==> src/rtl/fetch_sequencer.sv <==
// Instruction fetch sequencer: walks a ROM from RESET_PC to LAST_PC into a
// one-entry decode buffer, with stall, redirect, restart and halt handling.
module fetch_sequencer #(
   parameter logic [31:0] RESET_PC = 32'h0,
   parameter logic [31:0] LAST_PC  = 32'h20,
   parameter logic [31:0] PC_STEP  = 32'd4
) (
   input  logic        clk,
   input  logic        rst_n,
   input  logic        start,
   input  logic        stall,
   input  logic        redirect,
   input  logic [31:0] redirect_pc,
   output logic        rom_en,
   output logic [31:0] rom_addr,
   input  logic [31:0] rom_data,
   output logic [31:0] instr_out,
   output logic [31:0] instr_pc,
   output logic        instr_valid,
   input  logic        instr_ready,
   output logic        halted
);

   typedef enum logic [1:0] {IDLE, RUN, HALT} state_t;

   state_t      state, state_next;
   logic [31:0] pc, pc_next;
   logic [31:0] instr_out_next, instr_pc_next;
   logic        instr_valid_next;
   logic        fetch;
   logic        consume;

   always_ff @(posedge clk or negedge rst_n) begin
      if (!rst_n) begin
         state       <= IDLE;
         pc          <= RESET_PC;
         instr_out   <= '0;
         instr_pc    <= '0;
         instr_valid <= 1'b0;
      end else begin
         state       <= state_next;
         pc          <= pc_next;
         instr_out   <= instr_out_next;
         instr_pc    <= instr_pc_next;
         instr_valid <= instr_valid_next;
      end
   end

   // Priority within RUN: start, then redirect, then fetch, then plain consume.
   always_comb begin
      state_next       = state;
      pc_next          = pc;
      instr_out_next   = instr_out;
      instr_pc_next    = instr_pc;
      instr_valid_next = instr_valid;
      fetch            = 1'b0;
      consume          = instr_valid && instr_ready;
      case (state)
         IDLE: begin
            if (start) begin
               state_next = RUN;
               pc_next    = RESET_PC;
            end
         end
         RUN: begin
            if (start) begin
               pc_next          = RESET_PC;
               instr_valid_next = 1'b0;
            end else if (redirect) begin
               pc_next          = {redirect_pc[31:2], 2'b00};
               instr_valid_next = 1'b0;
            end else if (!stall && (!instr_valid || instr_ready)) begin
               fetch            = 1'b1;
               instr_out_next   = rom_data;
               instr_pc_next    = pc;
               instr_valid_next = 1'b1;
               pc_next          = pc + PC_STEP;
               if (pc == LAST_PC) state_next = HALT;
            end else if (consume) begin
               instr_valid_next = 1'b0;
            end
         end
         HALT: begin
            if (start) begin
               state_next       = RUN;
               pc_next          = RESET_PC;
               instr_valid_next = 1'b0;
            end else if (consume) begin
               instr_valid_next = 1'b0;
            end
         end
         default: state_next = IDLE;
      endcase
   end

   assign rom_en   = fetch;
   assign rom_addr = (state == RUN) ? pc : '0;
   assign halted   = (state == HALT);

endmodule
==> config.mk <==
export PLATFORM = sky130hd
export DESIGN_NAME = fetch_sequencer
export DESIGN_NICKNAME = d
export VERILOG_FILES = /design/src/rtl/fetch_sequencer.sv
export SDC_FILE = /design/constraint.sdc
export NUM_CORES = 1
export LEC_CHECK = 0
export ABC_AREA = 1
export CORE_ASPECT_RATIO = 0.7
export CORE_MARGIN = 2
export CORE_UTILIZATION = 40
export DETAILED_ROUTE_END_ITERATION = 8
export GPL_TIMING_DRIVEN = 0
export PLACE_DENSITY_LB_ADDON = 0.08
export SLEW_MARGIN = 20
export SYNTH_ARGS = -nofsm -noshare
export SYNTH_HDL_FRONTEND = slang
export SYNTH_SLANG_ARGS = --single-unit
==> constraint.sdc <==
create_clock -name clk -period 2.1 [get_ports clk]
set_clock_uncertainty 0.15 [all_clocks]
set_input_delay 0.42 -clock clk [delete_from_list [all_inputs] [get_ports clk]]
set_output_delay 0.42 -clock clk [all_outputs]
set_load 0.05 [all_outputs]
==> flow_metrics.tcl, run 1 <==
set metrics [dict create \
    status "finished with violations" \
    violations "setup timing" \
    worstPathArrival_ps 1570 \
    wire_per_inst_um 15.7 \
    worst_slack_ps -42.5 \
    hold_path_class "register to register" \
    timing.final.crit_share 1.02 \
    endpoint_kind "primary output" \
    numCtsBuffers 9 \
    rr_worst_depth 9 \
    final_max_slew_viol_count 0 \
    path_class "register to primary output" \
    reg2reg_to "pc[14]" \
    rows 35 \
    worstPathMaxFanout 7 \
    clock.fmax_ghz 0.467 \
    clock_latency_ps 340 \
    io_buffers 162 \
    p_leak_nw 4.43 \
    rrSetupSlack_ps 70 \
    drt-total-wl_mm 17.3 \
    grt_max_degree 57 \
    yosysWarningCount 0 \
    start_util 0.405 \
    finalNetCount 1007 \
    setup_violations 17 \
    fin_setup_tns_ps -214 \
    min_path_cells 2 \
    yosysTopAreaCell "dfrtp_1" \
    max-vdd-ir-drop_v 0.000688 \
    areaGrowthSynthToFinish_pct 49.8 \
    final_cell_mix "nand2_1 (298), dfrtp_1 (94), clkdlybuf4s50_1 (89)" \
    synth.area.top_cells "dfrtp_1 (45%), nand2_1 (22%), nor2_1 (6.4%)" \
    track_usage 0.245 \
    syn_area_um2 5270 \
    syn_area_per_cell_um2 7.10 \
    cts_tree "done" \
    num_vias 5441 \
    grt_pass1_vias 5045 \
    fp.dieW_um 141 \
    dieArea_um2 14100 \
    clk_path_buf_depth 2 \
    worstMarginPinSlew_ps 563 \
    total_power_mw 11.0 \
    hp-start "instr_out[29]" \
    hold_viol_final 0 \
    ios 169 \
    final_common_cell "nand2_1" \
    worst-endpoint-required_ps 1530 \
    ys_seq_area_frac 0.451 \
    antenna_found_initial 0 \
    drv_cap 0 \
    r2r-start "state[1]" \
    coreArea_um2 13000 \
    htree_levels 3 \
    rsz0062_at_grt "true" \
    dp_hpwl_mm 12.9 \
    drt_iter0_markers 446 \
    path_clk_slew_ps 70 \
    synth-seq-cells 95 \
    dpl_cell_area_um2 7140 \
    drive_gt1_frac 0.152 \
    synth_top_area_frac 0.451 \
    place_ws_ps -1170 \
    holdPathEnd "instr_out[29]" \
    p_per_area_nw_per_um2 1400 \
    place_congestion 0.903 \
    vias_per_cell 4.94 \
    dr.pass1.iters 7 \
    syn_inst 742 \
    worst_slew_margin_rel 0.625 \
    cp-start-kind "register" \
    num_antenna_cells 0 \
    finish.instance_area_um2 7900 \
    clock-root-buffer "clkbuf_16" \
    ant_nets 0 \
    grt_pass1_wl_mm 26.9 \
    period_minus_slack_ps 2140 \
    drcViolationCount 0 \
    die_h_um 100 \
    synth.distinct_cells 30 \
    grt-ovfl-total 0 \
    clkSinkCount 95 \
]
==> power breakdown <==
group          leakage [nW]  switching (mW)  internal [mW]
clock network         0.148           0.715          0.938
logic                  3.03            4.08           2.11
registers              1.25           0.660           2.54
==> Yosys cell counts <==
master    number
a21oi_1        6
a22oi_1        1
and2_1         2
buf_2         14
buf_4          6
buf_6          3
clkbuf_1       7
clkbuf_8       2
conb_1         1
dfrtp_1       95
ha_1           6
inv_1         69
inv_2          5
mux2i_1        2
nand2_1      308
nand2_2        4
nand2_4        2
nand3_1       35
nand3_4        1
nand4_1        3
nand4_4        1
nor2_1        90
nor2_2         6
nor2_4         6
o211ai_1       3
o21ai_0       24
o21ai_1       27
o21ai_2        1
o22ai_1        3
xor2_1         9
==> final cells by class <==
class	count	area, um^2
clock buffer	13	280
inverter	74	283
timing repair buffer	177	1950
fill	1187	5110
sequential	95	2380
multi-input combinational	545	2540
clock inverter	3	25.0
buffer	29	240
tap	166	208
==> stage by stage <==
stage          hold slack (ps)  utilization  cells
6_report                   326        0.607   1102
4_1_cts                    334        0.586   1096
3_5_place_dp               200        0.549   1074
5_1_grt                    345        0.607   1102
3_3_place_gp               311        0.547   1073
2_1_floorplan            -25.6            -    745
==> worst max-delay path by stage <==
| stage | from | end |
|---|---|---|
| 5_1_grt | state[1] | rom_addr[17] |
| 2_1_floorplan | state[0] | pc[4] |
| 6_report | state[1] | rom_addr[17] |
| 3_3_place_gp | rst_n | instr_pc[4] |
| 3_5_place_dp | start | rom_en |
| 4_1_cts | state[1] | rom_en |
==> state kept, by name (all words and copies together), names as in the netlist <==
name and cells:
state 2, instr_valid 1, pc 30, instr_out 32, instr_pc 30
==> worst max-delay path: stages (launching register included) <==
cell and delay, ps:
dfrtp_1 390, inv_2 90, ha_4 230, buf_12 130
buf_12 120, nand2_1 60, inv_1 70, buf_6 150
==> metal layers <==
metal,part of all wire,GRT usage
met5,0,0
met2,0.43,0.360
met4,0.011,0.0585
met1,0.50,0.373
met3,0.061,0.0444
==> cell families after synthesis <==
group / Yosys count / synth area share
XOR/XNOR: 9 / 0.0150
AND/OR/NAND/NOR: 458 / 0.359
AO/OA/AOI/OAI: 65 / 0.0651
adder cells (fa/ha/maj): 6 / 0.0142
buffers and inverters: 106 / 0.0912
flip-flops: 95 / 0.451
multiplexers: 2 / 0.00380
other: 1 / 0.000712
==> timing repair <==
action / in CTS / in global routing
endpoints found under the hold margin: 39 / 0
cloned: 1 / 1
pin swaps: 2 / 7
hold buffers: 1 / 0
setup buffers: 5 / 7
setup endpoints to repair: 39 / 90
gates resized for setup: 249 / 81
Power figures use the tool's default switching activity.
==> inputs of run 2 (changes only) <==
Clock period 2.1 ns to 2 ns, I/O delays scaled along.
==> run 2 against run 1 <==
The run still ends with setup timing left. Register-to-register slack got worse by 50 ps. Critical endpoint is now rom_en. Worst hold slack got worse by 74 ps. Power rose by 5.4%. Clock-buffer cell count decreased by 4. Routed wire length up 0.37%. Worst setup slack lost 75 ps. Sequential share of layout area barely moved. Sequential power rose by 4%. Non-clock buffer count rose by 12. Cell count rose by 1.0%. First-iteration DRC count fell by 25%. Via count is 0.64% higher.
==> flow_metrics.tcl, run 2 (synthesis gave the netlist of run 1 again) <==
set metrics [dict create \
    status "finished with violations" \
    violations "setup timing" \
    cp-start-kind "register" \
    r2r-start "state[0]" \
    worst_slack_ps -118 \
    clock-root-buffer "clkbuf_16" \
    antenna_found_initial 0 \
    fin_util 0.607 \
    clkSinkCount 95 \
    wire_per_inst_um 15.6 \
    hold_path_class "input pin to register" \
    multi_input_area_um2 2540 \
    drive_gt1_frac 0.173 \
    place_ws_ps -1230 \
    endpoint_kind "primary output" \
    drv_cap 0 \
    worst-path-buf-inv 4 \
    timing.final.crit_share 1.06 \
    grt_pass1_wl_mm 27.1 \
    rows 35 \
    path_class "register to primary output" \
    start_util 0.405 \
    p_leak_nw 4.10 \
    num_antenna_cells 0 \
    dp_hpwl_mm 12.9 \
    vias_per_cell 4.92 \
    cp_slowest_stage_delay_ps 400 \
    rr_worst_depth 11 \
    track_usage 0.244 \
    crit_slowest_cell "dfrtp_1" \
    met2_usage 0.372 \
    path_delay_family "flip-flops" \
    startpoint "state[1]" \
    pwr-share-comb 0.548 \
    drt-total-wl_mm 17.4 \
    final_cells 1113 \
    drcViolationCount 0 \
    top_regs "instr_out (32), instr_pc (30), pc (30)" \
    total_power_mw 11.6 \
    worstPathArrival_ps 1570 \
    areaGrowthSynthToFinish_pct 49.8 \
    setup_violations 31 \
    use_met1 0.366 \
    grt_max_degree 63 \
    largest_reg_flops 32 \
    dr.pass1.iters 6 \
    internal_power_mw 5.84 \
    rrSetupSlack_ps 20 \
    rsz0062_at_grt "true" \
    worstMarginPinSlew_ps 558 \
    worst_slew_margin_rel 0.628 \
    worstPathMaxFanout 6 \
    grt_pass1_vias 5210 \
    worst-path-stages 7 \
    clkPwrFrac 0.165 \
    dieArea_um2 14100 \
    period_minus_slack_ps 2120 \
    cts_tree "done" \
    num_vias 5476 \
    fp.dieW_um 141 \
    path_cells "inv_2 > ha_4 > inv_4 > nor2_4 > nand2_2 > inv_4 > buf_8" \
    switching_power_mw 5.80 \
    final_max_slew_viol_count 0 \
    p_per_area_nw_per_um2 1470 \
    die_h_um 100 \
    drt_iter0_markers 333 \
    clock.fmax_ghz 0.472 \
    max-vdd-ir-drop_v 0.000824 \
    swShare 0.498 \
    use_met3 0.0429 \
    fin_setup_tns_ps -1880 \
    top_register "instr_out" \
    crit_top_cell "inv_4" \
    ios 169 \
    numCtsBuffers 9 \
    hold_viol_final 0 \
    io_buffers 162 \
    path_clk_slew_ps 70 \
    place_congestion 0.893 \
    dp_cells 1074 \
    hp-start "start" \
    reg2reg_to "pc[28]" \
    worst-endpoint-required_ps 1450 \
    grt-busiest-layer "met2" \
    clock_latency_ps 350 \
    seq_area_um2 2380 \
    endpoint "rom_en" \
    seqPwrFrac 0.286 \
    htree_levels 3 \
    fillCellCount 1191 \
    clk_path_buf_depth 2 \
    grt-ovfl-total 0 \
    coreArea_um2 13000 \
    final_cell_mix "nand2_1 (306), dfrtp_1 (94), nor2_1 (78)" \
    finalNetCount 1018 \
    ant_nets 0 \
    final_common_cell "nand2_1" \
]
-- run 2: changes by cell type in the layout (fill, tap and decap cells not counted), sizes merged, moves of 2 or more --
cell	change
clkbuf	-6
inv	+3
clkdlybuf4s50	-25
dlygate4sd2	+61
buf	+14
dlymetal6s2s	-36
bufinv	+2
-- run 2: layout make-up --
type,count,share of cell area
Sequential cell,95,0.301
Multi-Input combinational cell,544,0.321
Tap cell,166,0.0263
Timing Repair Buffer,190,0.242
Clock buffer,9,0.0285
Buffer,28,0.0311
Inverter,74,0.0361
Clock inverter,7,0.0132
-- run 2: worst min path at each step --
stage | end | slack (ps) | depth (start not counted)
floorplan | instr_out[0] | -50 | 0
CTS | instr_out[23] | 330 | 2
global route | state[0] | 260 | 3
global placement | instr_out[15] | 310 | 2
finish | state[0] | 250 | 3
detailed placement | instr_pc[18] | 170 | 1
-- run 2: repair_timing --
action,4_1_cts,5_1_grt
endpoints found under the setup margin,174,68
pin swaps,2,5
hold endpoints to repair,33,0
cloned,0,2
setup buffers,17,8
hold buffers,1,0
gates resized for setup,310,79
-- run 2: power by group through the flow --
stage / clock, mW / combinational (mW) / sequential, mW
global route: 2.03 / 6.82 / 3.44
floorplan: 0 / 2.17 / 4.99
global placement: 0 / 5.92 / 3.33
detailed placement: 0 / 5.98 / 3.36
CTS: 1.96 / 5.95 / 3.32
finish: 1.93 / 6.38 / 3.33
-- run 2: metal layers --
| layer | up-vias | part of all wire |
|---|---|---|
| li1 | 2671 | - |
| met1 | 2590 | 0.48 |
| met2 | 201 | 0.43 |
| met3 | 14 | 0.078 |
| met4 | 0 | 0.0090 |
| met5 | - | 0 |
-- run 2: metrics by stage --
step	area, um^2	hold slack, ps
after floorplan	5280	-45.6
final	7900	252
after global placement	7110	311
after CTS	7630	330
after global routing	7900	264
after detailed placement	7140	166
-- run 2: worst register-to-register path: cells and delay by family (launching register included) --
family                   cells  cell delay [ps]
adder cells (fa/ha/maj)      1              240
buffers and inverters        4              580
flip-flops                   1              430
AND/OR/NAND/NOR              6              530
